[config.mk]
export PLATFORM = sky130hd
export DESIGN_NAME = ov7670_capture_param
export DESIGN_NICKNAME = d
export VERILOG_FILES = /design/src/rtl/ov7670_pkg.sv /design/src/rtl/ov7670_pixel_pack.sv /design/src/rtl/ov7670_capture_param.sv
export SDC_FILE = /design/constraint.sdc
export NUM_CORES = 1
export LEC_CHECK = 0
export ABC_AREA = 1
export CAP_MARGIN = 20
export CORE_MARGIN = 2
export CORE_UTILIZATION = 51
export DETAILED_ROUTE_END_ITERATION = 10
export PLACE_DENSITY = 0.86
export SYNTH_ARGS = -nofsm -noshare
export SYNTH_HDL_FRONTEND = slang
export SYNTH_HIERARCHICAL = 1
export SYNTH_SLANG_ARGS = --single-unit
export TNS_END_PERCENT = 50
[constraint.sdc]
create_clock -name pclk -period 1.65 [get_ports pclk]
set_input_delay 0.2475 -clock pclk [delete_from_list [all_inputs] [get_ports pclk]]
set_output_delay 0.2475 -clock pclk [all_outputs]
set_load 0.05 [all_outputs]
[src/rtl/ov7670_pkg.sv]
// ---------------------------------------------------------------------------
// ov7670_pkg
//   Shared definitions for the OV7670 DVP capture front-end.
//   - MODE_* selectors for the pixel format produced from a byte pair
//   - default sensor timing (640x480 active window)
//   - capture-state enum used by the top-level sync tracker
//   - pixel packing helpers turning the {hi,lo} byte pair into a 16-bit word
// ---------------------------------------------------------------------------
package ov7670_pkg;

  localparam int MODE_RGB444 = 0;
  localparam int MODE_RGB565 = 1;
  localparam int MODE_Y8     = 2;

  localparam int DEF_H_ACTIVE = 640;
  localparam int DEF_V_ACTIVE = 480;

  // WAIT_SYNC: after reset, nothing is captured until a vsync has been seen,
  // so a reset in the middle of a line never produces writes from a
  // half-observed frame.
  typedef enum logic [1:0] {
    ST_WAIT_SYNC = 2'd0,
    ST_VBLANK    = 2'd1,
    ST_ACTIVE    = 2'd2
  } cap_state_e;

  // RGB444: R = hi[7:4], G = {hi[2:0], lo[7]}, B = lo[4:1]; hi[3], lo[6:5]
  // and lo[0] are the low-order bits the sensor emits in its 444 layout.
  function automatic logic [15:0] pack_rgb444(input logic [7:0] hi, input logic [7:0] lo);
    return {4'b0000, hi[7:4], hi[2:0], lo[7], lo[4:1]};
  endfunction

  function automatic logic [15:0] pack_rgb565(input logic [7:0] hi, input logic [7:0] lo);
    return {hi, lo};
  endfunction

  // YUV422 byte order U Y V Y: luma is the second byte of every pair.
  function automatic logic [15:0] pack_y8(input logic [7:0] lo);
    return {8'h00, lo};
  endfunction

  function automatic logic [15:0] pack_pixel(input logic [7:0] hi, input logic [7:0] lo,
                                             input int mode);
    case (mode)
      MODE_RGB565: return pack_rgb565(hi, lo);
      MODE_Y8:     return pack_y8(lo);
      default:     return pack_rgb444(hi, lo);
    endcase
  endfunction

endpackage

[src/rtl/ov7670_pixel_pack.sv]
// ---------------------------------------------------------------------------
// ov7670_pixel_pack
//   Purely combinational byte-pair to pixel converter.
//   Parameters:
//     MODE   MODE_RGB444 / MODE_RGB565 / MODE_Y8 (see ov7670_pkg)
//   Ports:
//     hi     in  8   first byte of the pair (latched by the top)
//     lo     in  8   second byte of the pair (live sensor data)
//     pixel  out 16  packed pixel, zero-extended for the narrow formats
// ---------------------------------------------------------------------------
module ov7670_pixel_pack
  import ov7670_pkg::*;
#(
  parameter int MODE = MODE_RGB444
) (
  input  logic [7:0]  hi,
  input  logic [7:0]  lo,
  output logic [15:0] pixel
);

  always_comb begin
    pixel = pack_pixel(hi, lo, MODE);
  end

endmodule

[src/rtl/ov7670_capture_param.sv]
// ---------------------------------------------------------------------------
// ov7670_capture_param
//   OV7670 DVP capture front-end in the sensor pclk domain. Pairs bytes into
//   pixels, optionally decimates 2:1 in both directions, and drives a linear
//   frame-buffer write port. Reports a per-frame done pulse and a sticky
//   line-length error.
//   Parameters:
//     H_ACTIVE  sensor pixels per line (byte pairs per href)
//     V_ACTIVE  sensor lines per frame
//     DECIM     0 = full resolution, 1 = keep even-x / even-y pixels only
//     MODE      MODE_RGB444 / MODE_RGB565 / MODE_Y8
//     ADDR_W    write address width, 2**ADDR_W >= H_OUT*V_OUT
//   Ports:
//     pclk        in   1       sensor pixel clock, rising edge
//     rst_n       in   1       asynchronous active-low reset
//     vsync       in   1       frame blanking, active high
//     href        in   1       line valid, active high
//     d           in   8       sensor data byte
//     addr        out  ADDR_W  frame-buffer write address
//     dout        out  16      packed pixel
//     we          out  1       write strobe, one pclk per stored pixel
//     frame_done  out  1       one-pclk pulse on vsync rise after a frame with writes
//     line_err    out  1       sticky per frame: a line had a bad byte/pixel count
// ---------------------------------------------------------------------------
module ov7670_capture_param
  import ov7670_pkg::*;
#(
  parameter int H_ACTIVE = DEF_H_ACTIVE,
  parameter int V_ACTIVE = DEF_V_ACTIVE,
  parameter int DECIM    = 0,
  parameter int MODE     = MODE_RGB444,
  parameter int ADDR_W   = 19
) (
  input  logic              pclk,
  input  logic              rst_n,
  input  logic              vsync,
  input  logic              href,
  input  logic [7:0]        d,
  output logic [ADDR_W-1:0] addr,
  output logic [15:0]       dout,
  output logic              we,
  output logic              frame_done,
  output logic              line_err
);

  // -------------------------------------------------------------------------
  // Derived sizes
  // -------------------------------------------------------------------------
  localparam int X_W   = $clog2(H_ACTIVE + 1);
  localparam int Y_W   = $clog2(V_ACTIVE + 1);
  localparam bit DEC_ON = (DECIM != 0);
  localparam int H_OUT = DEC_ON ? (H_ACTIVE / 2) : H_ACTIVE;
  localparam int V_OUT = DEC_ON ? (V_ACTIVE / 2) : V_ACTIVE;
  localparam int N_OUT = H_OUT * V_OUT;
  // One spare bit so the write counter can hold N_OUT even when it equals
  // 2**ADDR_W, which keeps the "no wrap" check exact.
  localparam int A_W   = ADDR_W + 1;

  localparam logic [X_W-1:0] X_END = X_W'(H_ACTIVE);
  localparam logic [Y_W-1:0] Y_END = Y_W'(V_ACTIVE);
  localparam logic [A_W-1:0] A_END = A_W'(N_OUT);
  localparam logic [X_W-1:0] X_ONE = X_W'(1);
  localparam logic [Y_W-1:0] Y_ONE = Y_W'(1);
  localparam logic [A_W-1:0] A_ONE = A_W'(1);

  // -------------------------------------------------------------------------
  // State
  // -------------------------------------------------------------------------
  cap_state_e        state_reg;
  cap_state_e        state_next;
  logic              capture_en;

  logic              vsync_q_reg;
  logic              href_q_reg;
  logic              phase_reg;
  logic [7:0]        hi_reg;
  logic [X_W-1:0]    x_reg;
  logic [Y_W-1:0]    y_reg;
  logic [A_W-1:0]    acnt_reg;
  logic              wrote_any_reg;

  logic [ADDR_W-1:0] addr_reg;
  logic [15:0]       dout_reg;
  logic              we_reg;
  logic              frame_done_reg;
  logic              line_err_reg;

  logic [15:0]       pixel;
  logic              keep;

  // -------------------------------------------------------------------------
  // Sync tracker FSM: state register
  // -------------------------------------------------------------------------
  always_ff @(posedge pclk or negedge rst_n) begin
    if (!rst_n) begin
      state_reg <= ST_WAIT_SYNC;
    end else begin
      state_reg <= state_next;
    end
  end

  // Sync tracker FSM: next state
  always_comb begin
    state_next = state_reg;
    case (state_reg)
      ST_WAIT_SYNC: if (vsync)  state_next = ST_VBLANK;
      ST_VBLANK:    if (!vsync) state_next = ST_ACTIVE;
      ST_ACTIVE:    if (vsync)  state_next = ST_VBLANK;
      default:                  state_next = ST_WAIT_SYNC;
    endcase
  end

  // Sync tracker FSM: outputs. Capture is allowed once a vsync has been seen
  // and only while vsync is low, so href during blanking is ignored.
  always_comb begin
    capture_en = 1'b0;
    case (state_reg)
      ST_VBLANK, ST_ACTIVE: capture_en = !vsync;
      default:              capture_en = 1'b0;
    endcase
  end

  // -------------------------------------------------------------------------
  // Pixel packing: hi is the latched phase-0 byte, lo is the byte on d now.
  // -------------------------------------------------------------------------
  ov7670_pixel_pack #(
    .MODE (MODE)
  ) u_pack (
    .hi    (hi_reg),
    .lo    (d),
    .pixel (pixel)
  );

  // Keep rule for the pixel completing this cycle (x/y are its coordinates).
  always_comb begin
    keep = (x_reg < X_END) && (y_reg < Y_END) && (acnt_reg < A_END);
    if (DEC_ON && (x_reg[0] || y_reg[0])) begin
      keep = 1'b0;
    end
  end

  // -------------------------------------------------------------------------
  // Datapath: phase, counters, edge detect, write port, error/done flags
  // -------------------------------------------------------------------------
  always_ff @(posedge pclk or negedge rst_n) begin
    if (!rst_n) begin
      vsync_q_reg    <= 1'b0;
      href_q_reg     <= 1'b0;
      phase_reg      <= 1'b0;
      hi_reg         <= 8'h00;
      x_reg          <= '0;
      y_reg          <= '0;
      acnt_reg       <= '0;
      wrote_any_reg  <= 1'b0;
      addr_reg       <= '0;
      dout_reg       <= 16'h0000;
      we_reg         <= 1'b0;
      frame_done_reg <= 1'b0;
      line_err_reg   <= 1'b0;
    end else begin
      vsync_q_reg    <= vsync;
      href_q_reg     <= href;
      we_reg         <= 1'b0;
      frame_done_reg <= 1'b0;

      if (vsync) begin
        x_reg     <= '0;
        y_reg     <= '0;
        acnt_reg  <= '0;
        addr_reg  <= '0;
        phase_reg <= 1'b0;
        // Close the previous frame exactly once, on the rising edge.
        if (!vsync_q_reg) begin
          frame_done_reg <= wrote_any_reg;
          line_err_reg   <= 1'b0;
          wrote_any_reg  <= 1'b0;
        end
      end else if (capture_en) begin
        if (href) begin
          phase_reg <= ~phase_reg;
          if (!phase_reg) begin
            hi_reg <= d;
          end else begin
            // x saturates so an over-long line cannot alias back into range.
            if (x_reg != X_END) begin
              x_reg <= x_reg + X_ONE;
            end
            if (keep) begin
              we_reg        <= 1'b1;
              dout_reg      <= pixel;
              addr_reg      <= acnt_reg[ADDR_W-1:0];
              acnt_reg      <= acnt_reg + A_ONE;
              wrote_any_reg <= 1'b1;
            end
          end
        end else if (href_q_reg) begin
          // End of line: an odd byte count or a short line is an error; any
          // dangling phase-0 byte is simply dropped.
          if (phase_reg || (x_reg != X_END)) begin
            line_err_reg <= 1'b1;
          end
          x_reg     <= '0;
          phase_reg <= 1'b0;
          if (y_reg != Y_END) begin
            y_reg <= y_reg + Y_ONE;
          end
        end
      end
    end
  end

  assign addr       = addr_reg;
  assign dout       = dout_reg;
  assign we         = we_reg;
  assign frame_done = frame_done_reg;
  assign line_err   = line_err_reg;

endmodule

# == After elaboration in Yosys (flattened, before gate mapping) ==
# Cells that the tools add are included.
# totals
word_cells,103
ff_bits,87
inputBits,12
out_inout_bits,38
# op_classes
order_cmp,3
eq_ne,10
n_bitwise,2
n_mux,47
reduce_logical,24
addsub,3
# op_table
cell,n
20-bit two-way mux,5
19-bit two-way mux,5
10-bit two-way mux,6
9-bit two-way mux,5
1-bit two-way mux,23
20-bit by 1-bit adder with 20-bit output (second input constant),1
20-bit by 19-bit < comparator with 1-bit output (second input constant),1
4-bit AND reduction,4
5-bit AND reduction,3
2-bit nonzero test,7
10-bit by 1-bit adder with 10-bit output (second input constant),1
10-bit < comparator (second input constant),1
10-bit inequality test (second input constant),1
9-bit by 1-bit adder with 9-bit output (second input constant),1
9-bit < comparator (second input constant),1
9-bit inequality test (second input constant),1
2-bit inequality test (second input constant),3
3-bit by 2-bit inequality test with 1-bit output (second input constant),2
2-bit two-way mux,2
2-bit case mux with 2 select lines,1
2-bit AND reduction,2
2-bit OR reduction,2
3-bit nonzero test,1
2-bit by 1-bit equality test with 1-bit output (second input constant),1
other kinds (7),9

# == Logic depth before layout (Yosys ltp) ==
# depth
word_depth,8
mapped_depth,12
depth_no_buf,10

# == Modules after synthesis ==
# The synthesis kept the hierarchy.
# modules_own_cells
module,area_each_um2,n_inst,cells_per_inst
ov7670_capture_param,4603.2,1,592
ov7670_pixel_pack,123.9,1,17

# == Worst setup path before layout ==
# OpenSTA, ideal clock, no wires.
# synth_timing
path_kind,register to register
from,register state_reg[0]
to,register y_reg[8]
t_required_ps,1532
setup_ps,118
arrival_ps,1494
synth_period_minus_slack_ps,1612
path_slack_ps,38
n_path_buf,1
path_stages_with_launch,11
path_cell_list,dfrtp_1 > inv_1 > ha_1 > nor2_1 > a21oi_1 > nand2_1 > nor2_4 > inv_2 > buf_4 > nand2_1 > o21ai_2
# synth_via
elab_chain_len,5
# synth_lines
item,line_no,source
start: declaration,ov7670_capture_param.sv:69,cap_state_e state_reg;
start signal: assignment,ov7670_capture_param.sv:98,state_reg <= state_next;
2-bit by 1-bit equality test with 1-bit output / 2-bit equality test (equally long branches),ov7670_capture_param.sv:117,case (state_reg)
2-bit OR reduction *,ov7670_capture_param.sv:117,
1-bit two-way mux *,ov7670_capture_param.sv:117,
2-bit nonzero test (no source line) *,n/a,
4-bit AND reduction (no source line) *,n/a,
end signal: assignment,ov7670_capture_param.sv:205,y_reg <= y_reg + Y_ONE;
end: declaration,ov7670_capture_param.sv:78,logic [Y_W-1:0] y_reg;
# Mark *: on every way between the ends. The rest lies on a longest branch, timed or not.
# A chain may end at the register's enable or synchronous reset.

# == Worst setup path after layout ==
# layout_timing
from,register state_reg[0]
to,register addr_reg[3] (netlist: addr[3])
# layout_via
elab_chain_len,5
# layout_lines
item,line_no,source
2-bit by 1-bit equality test with 1-bit output / 2-bit equality test (equally long branches),ov7670_capture_param.sv:117,
2-bit OR reduction *,ov7670_capture_param.sv:117,
1-bit two-way mux *,ov7670_capture_param.sv:117,
2-bit nonzero test (no source line) *,n/a,
4-bit AND reduction (no source line) *,n/a,
end signal: assignment,ov7670_capture_param.sv:191,addr_reg <= acnt_reg[ADDR_W-1:0];
end: declaration,ov7670_capture_param.sv:82,logic [ADDR_W-1:0] addr_reg;
# Marks and branches as above.

==> metrics.md <==
| Metric | Value |
|---|---|
| Met2 usage | 0.359 |
| Syn. warnings | 6 |
| Drt wl/cell | 14.0 um |
| Final WS setup | -0.0212 ns |
| Layout cells sized above 1 | 0.245 |
| Critical setup path kind | flop to flop |
| CP endpoint kind | flop |
| CP Launch Type | flop |
| Arr. time, crit path | 1.93 ns |
| Initial antenna violation count | 0 |
| ANT cells | 0 |
| PwrDens | 1290 nW/um^2 |
| Cells along the critical path | inv_2, ha_4, nor2_4, buf_6, nor3_4, nand2_4, clkbuf_16, nand2_1, nand2_1 |
| Via density | 5.30 |
| GP Congestion | 0.853 |
| Final setup violation count | 3 |
| Clock tree sinks | 90 |
| Root buffer cell | clkbuf_8 |
| Cells after Synth | 605 |
| Met3 Usage GRT | 0.0265 |
| Core area | 8810 um^2 |
| Post-DP Area | 5300 um^2 |
| Required @ worst endpoint | 1.91 ns |
| Die Ht | 99.9 um |
| I/O Pins | 50 |
| IO buf count | 49 |
| DRT Wirelength | 11,200 um |
| Clock skew | 0.0178 ns |
| Fin crit share | 1.01 |
| CTS tree | yes |
| Mapped cell area | 4690 um^2 |
| Failing checks | setup timing |
| Largest register FFs | 20 |
| DRT Pass-1 Iters | 4 |
| Setup tns final | -0.0333 ns |
| Status | finished, violations left |
| Largest net degree at the start of global routing | 91 |
| DP HPWL | 6850 um |
| CP bufs+invs | 3 |
| Fin area | 5880 um^2 |
| Reg clk slew, reported paths | 0.10 ns |
| CTS Buf Count | 9 |
| Leak pwr | 3.10 nW |
| Grt peak-use layer | met2 |
| Number of max-cap violations | 0 |
| Die X | 99.9 um |
| Syn_area_per_cell | 7.75 um^2 |
| DRC violations left | 0 |
| H-tree depth | 3 |
| Max Fanout on Critical Path | 7 |
| Peak supply drop | 0.686 mV |
| First-pass GRT wire length | 16,800 um |
| Slew Viols, Final | 0 |
| Crit-path max cell delay | 0.37 ns |
| Most frequent cells in the layout | nand2_1 (234), dfrtp_1 (89), buf_4 (76) |
| Type of the most critical hold path | input pin to flop |
| Crit path top cell by count | nand2_1 |
| Vias in the first global route | 3,841 |
| DRT antenna net count | 0 |
| Via count | 4,216 |
| Max Freq | 598 MHz |
| CP delay by family, top | simple AND/OR/NAND/NOR gates |
| Max clock buf depth | 2 |
| Initial DRC Count | 157 |
| Grt ovf | 0 |
| Final core occ | 0.668 |
| Final Hold Viols | 0 |
| Final net count | 702 |
| Worst-Skew Late Latency | 0.37 ns |
| # rows | 34 |
| Die ar. | 9980 um^2 |
| CP max-delay cell | dfrtp_1 |
| Unrepaired setup endpoints after global routing | yes |
| GRT Total Usage | 0.206 |
| Area Growth Syn to Fin | 25.5% |
| Initial core utilization | 0.533 |
| Minimum clock period | 1.67 ns |
| Most common cell after layout, fill and taps aside | nand2_1 |
| Met1 Usage GRT | 0.262 |
==> where the power goes <==
part / internal (mW) / switching, mW / leakage (nW)
Sequential: 2.58 / 0.281 / 1.21
Clock: 0.913 / 0.846 / 0.115
Combinational: 1.12 / 1.85 / 1.77
Total: 4.61 / 2.98 / 3.10
==> final cells by class <==
| class | count | area (um^2) |
|---|---|---|
| tap | 108 | 135 |
| fill | 651 | 2920 |
| clock buffer | 10 | 138 |
| inverter | 39 | 149 |
| multi-input combinational | 442 | 2200 |
| clock inverter | 6 | 96.3 |
| timing repair buffer | 100 | 915 |
| sequential | 90 | 2250 |
==> worst reg2reg max path, cell delays in order (launching register included) <==
cell	delay [ns]
dfrtp_1	0.37
inv_2	0.07
ha_4	0.29
nor2_4	0.04
buf_6	0.12
nor3_4	0.18
nand2_4	0.17
clkbuf_16	0.21
nand2_1	0.07
nand2_1	0.06
==> per-stage QoR <==
step	hold WS, ns	cells	total power, mW	worst slack (ns)
2_1_floorplan	-0.0481	608	4.59	0.0376
3_3_place_gp	0.321	765	5.19	-0.177
3_5_place_dp	0.324	765	5.30	-0.254
4_1_cts	0.437	782	7.07	0.00377
5_1_grt	0.283	795	7.94	-0.0914
6_report	0.280	795	7.59	-0.0212
==> worst paths after layout <==
check                                  start  slack (ns)           to  depth (start not counted)
worst max register to register  state_reg[0]       -0.02      addr[3]                          9
max in group asynchronous              rst_n        0.82     line_err                          3
worst max-delay path            state_reg[0]       -0.02      addr[3]                          9
worst min-delay path                   vsync        0.28  vsync_q_reg                          2
min in group asynchronous              rst_n        0.43     addr[11]                          3
worst min register to register   vsync_q_reg        0.46   frame_done                          1
==> per-layer routing <==
| metal | up-vias | part of all wire |
|---|---|---|
| met2 | 127 | 0.52 |
| li1 | 2024 | - |
| met5 | - | 0 |
| met4 | 0 | 0.025 |
| met3 | 23 | 0.047 |
| met1 | 2042 | 0.41 |
==> repair_timing <==
item / CTS / global route
hold endpoints to repair: 90 / 0
pin swaps: 2 / 9
setup buffers: 0 / 7
hold buffers: 1 / 0
gates cloned: 0 / 6
endpoints found under the setup margin: 15 / 72
resized for setup: 2 / 55
(Power assumes the default switching activity.)
